## config.mk

```make
export PLATFORM = sky130hd
export DESIGN_NAME = pipeline_control
export DESIGN_NICKNAME = d
export VERILOG_FILES = /design/src/rtl/asip_ctrl_pkg.sv /design/src/rtl/forward_unit.sv /design/src/rtl/pipeline_control.sv
export SDC_FILE = /design/constraint.sdc
export NUM_CORES = 1
export LEC_CHECK = 0
export CAP_MARGIN = 20
export CORE_MARGIN = 3
export CORE_UTILIZATION = 25
export CTS_BUF_LIST = sky130_fd_sc_hd__clkbuf_16
export CTS_CLUSTER_DIAMETER = 50
export DETAILED_ROUTE_END_ITERATION = 6
export GPL_ROUTABILITY_DRIVEN = 0
export PLACE_DENSITY = 0.73
export SKIP_CTS_REPAIR_TIMING = 1
export SYNTH_ARGS = -nofsm -noshare
export SYNTH_HDL_FRONTEND = slang
export SYNTH_HIERARCHICAL = 1
export SYNTH_SLANG_ARGS = --single-unit
```

## constraint.sdc

```tcl
create_clock -name clock -period 1.4 [get_ports clock]
set_clock_uncertainty 0.2 [all_clocks]
set_input_delay 0.21 -clock clock [delete_from_list [all_inputs] [get_ports clock]]
set_output_delay 0.21 -clock clock [all_outputs]
set_load 0.05 [all_outputs]
```

## src/rtl/asip_ctrl_pkg.sv

```systemverilog
// asip_ctrl_pkg: shared types and constants for the ASIP pipeline control unit.
//   opcode_t     : ID-stage opcode encoding
//   FWD_*        : forwarding select codes
//   BR_*         : branch codes for the instruction in EX
//   ctrl_state_t : hazard FSM states
//   ctrl_word_t  : ID-stage control word, plus decode/uses_rb helpers
package asip_ctrl_pkg;

  typedef enum logic [2:0] {
    OP_R  = 3'b000,
    OP_I  = 3'b001,
    OP_LD = 3'b010,
    OP_ST = 3'b011,
    OP_BR = 3'b100
  } opcode_t;

  localparam logic [1:0] FWD_RF  = 2'b00;
  localparam logic [1:0] FWD_MEM = 2'b01;
  localparam logic [1:0] FWD_WB  = 2'b10;

  localparam logic [1:0] BR_EQ   = 2'b00;
  localparam logic [1:0] BR_NE   = 2'b01;
  localparam logic [1:0] BR_JMP  = 2'b10;
  localparam logic [1:0] BR_NONE = 2'b11;

  typedef enum logic [1:0] {RUN, STALL, FLUSH} ctrl_state_t;

  typedef struct packed {
    logic [1:0] ext;
    logic       rb_sel;
    logic       wr_en;
    logic       opb_sel;
    logic       alu_func;
    logic       wd_sel;
    logic       wm_en;
    logic [1:0] br;
  } ctrl_word_t;

  // Bubble word: no enables, and explicitly "no branch" (00 would mean beq).
  localparam ctrl_word_t CW_NOP = '{ext: 2'b00, rb_sel: 1'b0, wr_en: 1'b0,
                                    opb_sel: 1'b0, alu_func: 1'b0, wd_sel: 1'b0,
                                    wm_en: 1'b0, br: BR_NONE};

  function automatic ctrl_word_t decode(input logic [2:0] op, input logic [1:0] fn);
    ctrl_word_t w;
    w = CW_NOP;
    case (op)
      OP_R:  begin w.wr_en = 1'b1; w.alu_func = fn[0]; end
      OP_I:  begin w.wr_en = 1'b1; w.opb_sel = 1'b1; w.ext = 2'b00; end
      OP_LD: begin w.wr_en = 1'b1; w.opb_sel = 1'b1; w.wd_sel = 1'b1; end
      OP_ST: begin w.wm_en = 1'b1; w.opb_sel = 1'b1; w.rb_sel = 1'b1; end
      OP_BR: begin w.ext = 2'b01; w.br = (fn == 2'b11) ? BR_NONE : fn; end
      default: w = CW_NOP;
    endcase
    return w;
  endfunction

  // Instructions that read the rb operand (R-type, store data, branch compare).
  function automatic logic uses_rb(input logic [2:0] op);
    return (op == OP_R) || (op == OP_ST) || (op == OP_BR);
  endfunction

endpackage

```

## src/rtl/forward_unit.sv

```systemverilog
// forward_unit: combinational forwarding select for one EX source operand.
//   i_src               : EX-stage source register index
//   i_wr_en_mem/i_rw_mem: MEM-stage writer
//   i_wr_en_wb/i_rw_wb  : WB-stage writer
//   o_sel               : FWD_RF / FWD_MEM / FWD_WB (MEM wins over WB)
module forward_unit
  import asip_ctrl_pkg::*;
#(
  parameter int RW = 5
) (
  input  logic [RW-1:0] i_src,
  input  logic          i_wr_en_mem,
  input  logic [RW-1:0] i_rw_mem,
  input  logic          i_wr_en_wb,
  input  logic [RW-1:0] i_rw_wb,
  output logic [1:0]    o_sel
);

  always_comb begin
    o_sel = FWD_RF;
    if (i_src != '0) begin
      if (i_wr_en_mem && (i_rw_mem == i_src))     o_sel = FWD_MEM;
      else if (i_wr_en_wb && (i_rw_wb == i_src))  o_sel = FWD_WB;
    end
  end

endmodule

```

## src/rtl/pipeline_control.sv

```systemverilog
// pipeline_control: control/hazard unit for the 5-stage RSA decryption ASIP.
//   Inputs : clock, reset (async active-low), opcode/func, ID and downstream
//            register indices, EX zero flag z.
//   Outputs: ID control word, forward_ra/rb, branch (EX), stall, flush_ifid,
//            flush_idex.
//   Optional macro PIPELINE_CONTROL_PERF_EN adds saturating stall_count and
//   flush_count outputs (CW bits wide).
module pipeline_control
  import asip_ctrl_pkg::*;
#(
  parameter int RW = 5,
  parameter int CW = 16
) (
  input  logic          clock,
  input  logic          reset,
  input  logic [2:0]    opcode,
  input  logic [1:0]    func,
  input  logic [RW-1:0] ra_id,
  input  logic [RW-1:0] rb_id,
  input  logic [RW-1:0] rw_id,
  input  logic [RW-1:0] ra_ex,
  input  logic [RW-1:0] rb_ex,
  input  logic [RW-1:0] rw_ex,
  input  logic [RW-1:0] rw_mem,
  input  logic [RW-1:0] rw_wb,
  input  logic          z,
  output logic [1:0]    forward_ra,
  output logic [1:0]    forward_rb,
  output logic [1:0]    branch,
  output logic [1:0]    ext_selector,
  output logic          rb_selector,
  output logic          wr_en_id,
  output logic          opb_sel_id,
  output logic          alu_func_id,
  output logic          wd_sel_id,
  output logic          wm_en_id,
  output logic          stall,
  output logic          flush_ifid,
  output logic          flush_idex
`ifdef PIPELINE_CONTROL_PERF_EN
  ,
  output logic [CW-1:0] stall_count,
  output logic [CW-1:0] flush_count
`endif
);

  ctrl_state_t r_state, w_state_nxt;
  ctrl_word_t  w_dec, w_word;
  logic        r_wr_en_ex, r_load_ex, r_wr_en_mem, r_wr_en_wb;
  logic [1:0]  r_br_ex;
  logic        w_taken, w_load_use;

  // Decode; a write to r0 is never a real write.
  always_comb begin
    w_dec = decode(opcode, func);
    if (rw_id == '0) w_dec.wr_en = 1'b0;
  end

  // Bubble the ID word whenever the FSM is stalling or flushing.
  assign w_word = (r_state == RUN) ? w_dec : CW_NOP;

  assign ext_selector = w_word.ext;
  assign rb_selector  = w_word.rb_sel;
  assign wr_en_id     = w_word.wr_en;
  assign opb_sel_id   = w_word.opb_sel;
  assign alu_func_id  = w_word.alu_func;
  assign wd_sel_id    = w_word.wd_sel;
  assign wm_en_id     = w_word.wm_en;
  assign branch       = r_br_ex;

  assign w_taken    = (r_br_ex == BR_JMP) || ((r_br_ex == BR_EQ) && z) ||
                      ((r_br_ex == BR_NE) && !z);
  assign w_load_use = r_load_ex && (rw_ex != '0) &&
                      ((rw_ex == ra_id) || (uses_rb(opcode) && (rw_ex == rb_id)));

  // Taken branch outranks load-use: the dependent instruction gets squashed anyway.
  always_comb begin
    w_state_nxt = RUN;
    stall       = 1'b0;
    flush_ifid  = 1'b0;
    flush_idex  = 1'b0;
    case (r_state)
      RUN: begin
        if (w_taken)         w_state_nxt = FLUSH;
        else if (w_load_use) w_state_nxt = STALL;
      end
      STALL: stall = 1'b1;
      FLUSH: begin
        flush_ifid = 1'b1;
        flush_idex = 1'b1;
      end
      default: w_state_nxt = RUN;
    endcase
  end

  always_ff @(posedge clock or negedge reset) begin
    if (!reset) r_state <= RUN;
    else        r_state <= w_state_nxt;
  end

  // Shadow of downstream control bits; br_ex idles at BR_NONE, not 00 (beq).
  always_ff @(posedge clock or negedge reset) begin
    if (!reset) begin
      r_wr_en_ex  <= 1'b0;
      r_load_ex   <= 1'b0;
      r_br_ex     <= BR_NONE;
      r_wr_en_mem <= 1'b0;
      r_wr_en_wb  <= 1'b0;
    end else begin
      r_wr_en_ex  <= w_word.wr_en;
      r_load_ex   <= w_word.wd_sel;
      r_br_ex     <= (r_state == FLUSH) ? BR_NONE : w_word.br;
      r_wr_en_mem <= r_wr_en_ex;
      r_wr_en_wb  <= r_wr_en_mem;
    end
  end

  forward_unit #(.RW(RW)) u_fwd_ra (
    .i_src(ra_ex), .i_wr_en_mem(r_wr_en_mem), .i_rw_mem(rw_mem),
    .i_wr_en_wb(r_wr_en_wb), .i_rw_wb(rw_wb), .o_sel(forward_ra)
  );

  forward_unit #(.RW(RW)) u_fwd_rb (
    .i_src(rb_ex), .i_wr_en_mem(r_wr_en_mem), .i_rw_mem(rw_mem),
    .i_wr_en_wb(r_wr_en_wb), .i_rw_wb(rw_wb), .o_sel(forward_rb)
  );

`ifdef PIPELINE_CONTROL_PERF_EN
  logic [CW-1:0] r_stall_cnt, r_flush_cnt;

  always_ff @(posedge clock or negedge reset) begin
    if (!reset) begin
      r_stall_cnt <= '0;
      r_flush_cnt <= '0;
    end else if (r_state == RUN) begin
      if (w_state_nxt == STALL && r_stall_cnt != '1) r_stall_cnt <= r_stall_cnt + 1'b1;
      if (w_state_nxt == FLUSH && r_flush_cnt != '1) r_flush_cnt <= r_flush_cnt + 1'b1;
    end
  end

  assign stall_count = r_stall_cnt;
  assign flush_count = r_flush_cnt;
`endif

endmodule

```

==> results.cfg <==
[finish]
drive_gt1_frac = 0.4561
syn_to_final_growth_pct = 154.6
postLayoutCoreUtil = 0.6912
design_area_um2 = 1972
fin_nets = 220
antenna_cells = 0
mostFrequentLayoutCell = clkdlybuf4s50_1
final_cell_mix = 21 x clkdlybuf4s50_1, 16 x dlymetal6s2s_1, 16 x buf_4

[cts]
cts.path.max_buffers = 2
h-tree-depth = 1
clock-root-buffer = clkbuf_16
cts_made_buffers = 3
clk_pin_slew_ns = 0.04
clk_latency_ns = 0.23
cts_tree = done
clock-sinks = 8

[die]
num_io_pins = 65
start_util = 0.2715
die-area_um2 = 3802
rows = 19
core_um2 = 2853
die_x_um = 61.66
dieHeight_um = 61.66

[logic_synthesis]
synthCells = 89
ys_types = 25
yosysSeqAreaShare = 0.2617
mappedNetlistArea_um2 = 774.5
synth_fp_nets = 137
ys_ff_latch = 8
yosys_warnings = 6
syn_avg_cell_area_um2 = 8.702

[detailed_routing]
dr.pass1.iters = 4
routedWlPerCell_um = 14.32
dr_total_vias = 959
wl_met1_um = 1061
drt_wl_total_um = 2892
viasPerCell = 4.748
top_layer_used = met4
drt_iter0_drc = 29
route.antenna.remaining_nets = 0
drc_errors = 0
met3_length_um = 328
met2_length_um = 1467

[timing]
finalWorstSetupSlack_ns = -0.5054
period_share = 1.361
timing.hold.ws_ns = 0.04848
clock.fmax_ghz = 0.5248
hold_violations = 0
setup_violations = 15
rsz0062_at_grt = yes
min_period_ns = 1.905
finalMaxSlewViolations = 0

[worst_setup_path]
endpoint_kind = output port
rrSetupSlack_ns = -0.11
worstReg2RegEnd = r_wr_en_ex
cp-endpoint = wm_en_id
critPathLaunch = r_state[0]
required_ns = 0.99
path_max_fanout = 4
r2r-start = r_state[0]
startpoint_type = flop
cp.arrival_ns = 1.50
critPathKind = reg -> out
reg2reg_depth = 3

[global_routing]
antenna_found_initial = 0
grt_pass1_wl_um = 4257
grt_pass1_vias = 1056
gr-total-overflow = 0
grt_max_degree = 9
grt_util_all_layers = 0.1535

[power]
irDropWorstVdd_v = 0.0005502
leakage_nw = 0.9326
power_density_nw_per_um2 = 628.9

[run_status]
failed_checks = setup timing
status = complete, but fails checks

[place]
hpwlAfterDp_um = 2430
numPortBuffers = 63
placed_area_um2 = 1777

[worst_hold_path]
hp-class = in -> async

[flow_run]
cap_violations = 0
==> layout make-up <==
type	count	area (um2)
repair buffers	81	938.4
fillers	202	880.8
multi-input cells	76	705.7
flip-flops and latches	8	202.7
clock buffers	3	75.07
well taps	31	38.79
inverters	2	7.507
clock inverters	1	3.754
==> kinds of logic (layout without fill, tap and decap cells) <==
| family | after synthesis | in the layout | synth area share |
|---|---|---|---|
| compound gates | 3 | 3 | 0.03553 |
| xor+xnor | 31 | 31 | 0.3506 |
| buf+inv | 5 | 87 | 0.03877 |
| flops | 8 | 8 | 0.2617 |
| other cells | 1 | 1 | 0.004842 |
| simple gates | 41 | 41 | 0.3086 |
==> cell usage after synthesis <==
master / instances / area share
nor4b_1: 2 / 0.023
dfrtp_1: 6 / 0.19
and2b_1: 1 / 0.0097
nand2_1: 5 / 0.024
dfstp_2: 2 / 0.068
buf_4: 3 / 0.029
nor2_1: 8 / 0.039
nor2b_1: 1 / 0.0081
nor3b_2: 1 / 0.016
a221oi_2: 1 / 0.019
nor2_2: 3 / 0.024
o21bai_1: 1 / 0.0097
nand3_1: 4 / 0.026
or4_1: 2 / 0.019
inv_1: 2 / 0.0097
xnor2_1: 16 / 0.18
a21oi_1: 1 / 0.0065
or2_2: 2 / 0.016
or3_4: 1 / 0.015
nor3_2: 1 / 0.013
nand4_1: 4 / 0.032
nor4_1: 3 / 0.024
xor2_1: 15 / 0.17
conb_1: 1 / 0.0048
nor3_1: 3 / 0.019
==> power breakdown <==
| part | internal [W] | leakage, nW | switching [W] |
|---|---|---|---|
| sequential | 0.000245 | 0.0997 | 0.00000754 |
| combinational | 0.000281 | 0.791 | 0.000225 |
| clock | 0.000372 | 0.0423 | 0.000110 |
==> registers in the layout, indices dropped and copies added, names as in the netlist <==
name         cells
r_wr_en_ex       1
r_wr_en_mem      1
r_state          2
r_wr_en_wb       1
branch           2
r_load_ex        1
==> per-stage QoR <==
stage / setup WS (ns) / total power, W / setup TNS (ns) / std cells
finish: -0.5054 / 0.001240 / -4.766 / 202
global route: -0.5557 / 0.001300 / -5.521 / 202
CTS: -0.8021 / 0.001235 / -7.069 / 201
detailed placement: -0.7885 / 0.0007423 / -7.720 / 197
global placement: -0.7730 / 0.0007311 / -7.466 / 197
floorplan: -0.3652 / 0.0004490 / -2.838 / 89
==> per-layer routing <==
| layer | global-route usage | vias to the layer above |
|---|---|---|
| met4 | 0.06364 | 0 |
| met1 | 0.1501 | 433 |
| met2 | 0.2900 | 61 |
| met5 | 0 | - |
| li1 | - | 461 |
| met3 | 0.05241 | 4 |
==> worst min-delay path by stage <==
| stage | end | slack (ns) |
|---|---|---|
| CTS | r_load_ex | 0.06 |
| finish | r_load_ex | 0.05 |
| global route | r_load_ex | 0.07 |
| global placement | r_wr_en_mem | 0.13 |
| detailed placement | r_wr_en_mem | 0.14 |
| floorplan | r_load_ex | -0.29 |
==> worst max-delay path, stage by stage, from the launching register on <==
cell,delay (ns)
dfrtp_1,0.37
or3_4,0.44
buf_4,0.16
nor2_4,0.14
buf_12,0.15
(Power assumes the default switching activity.)
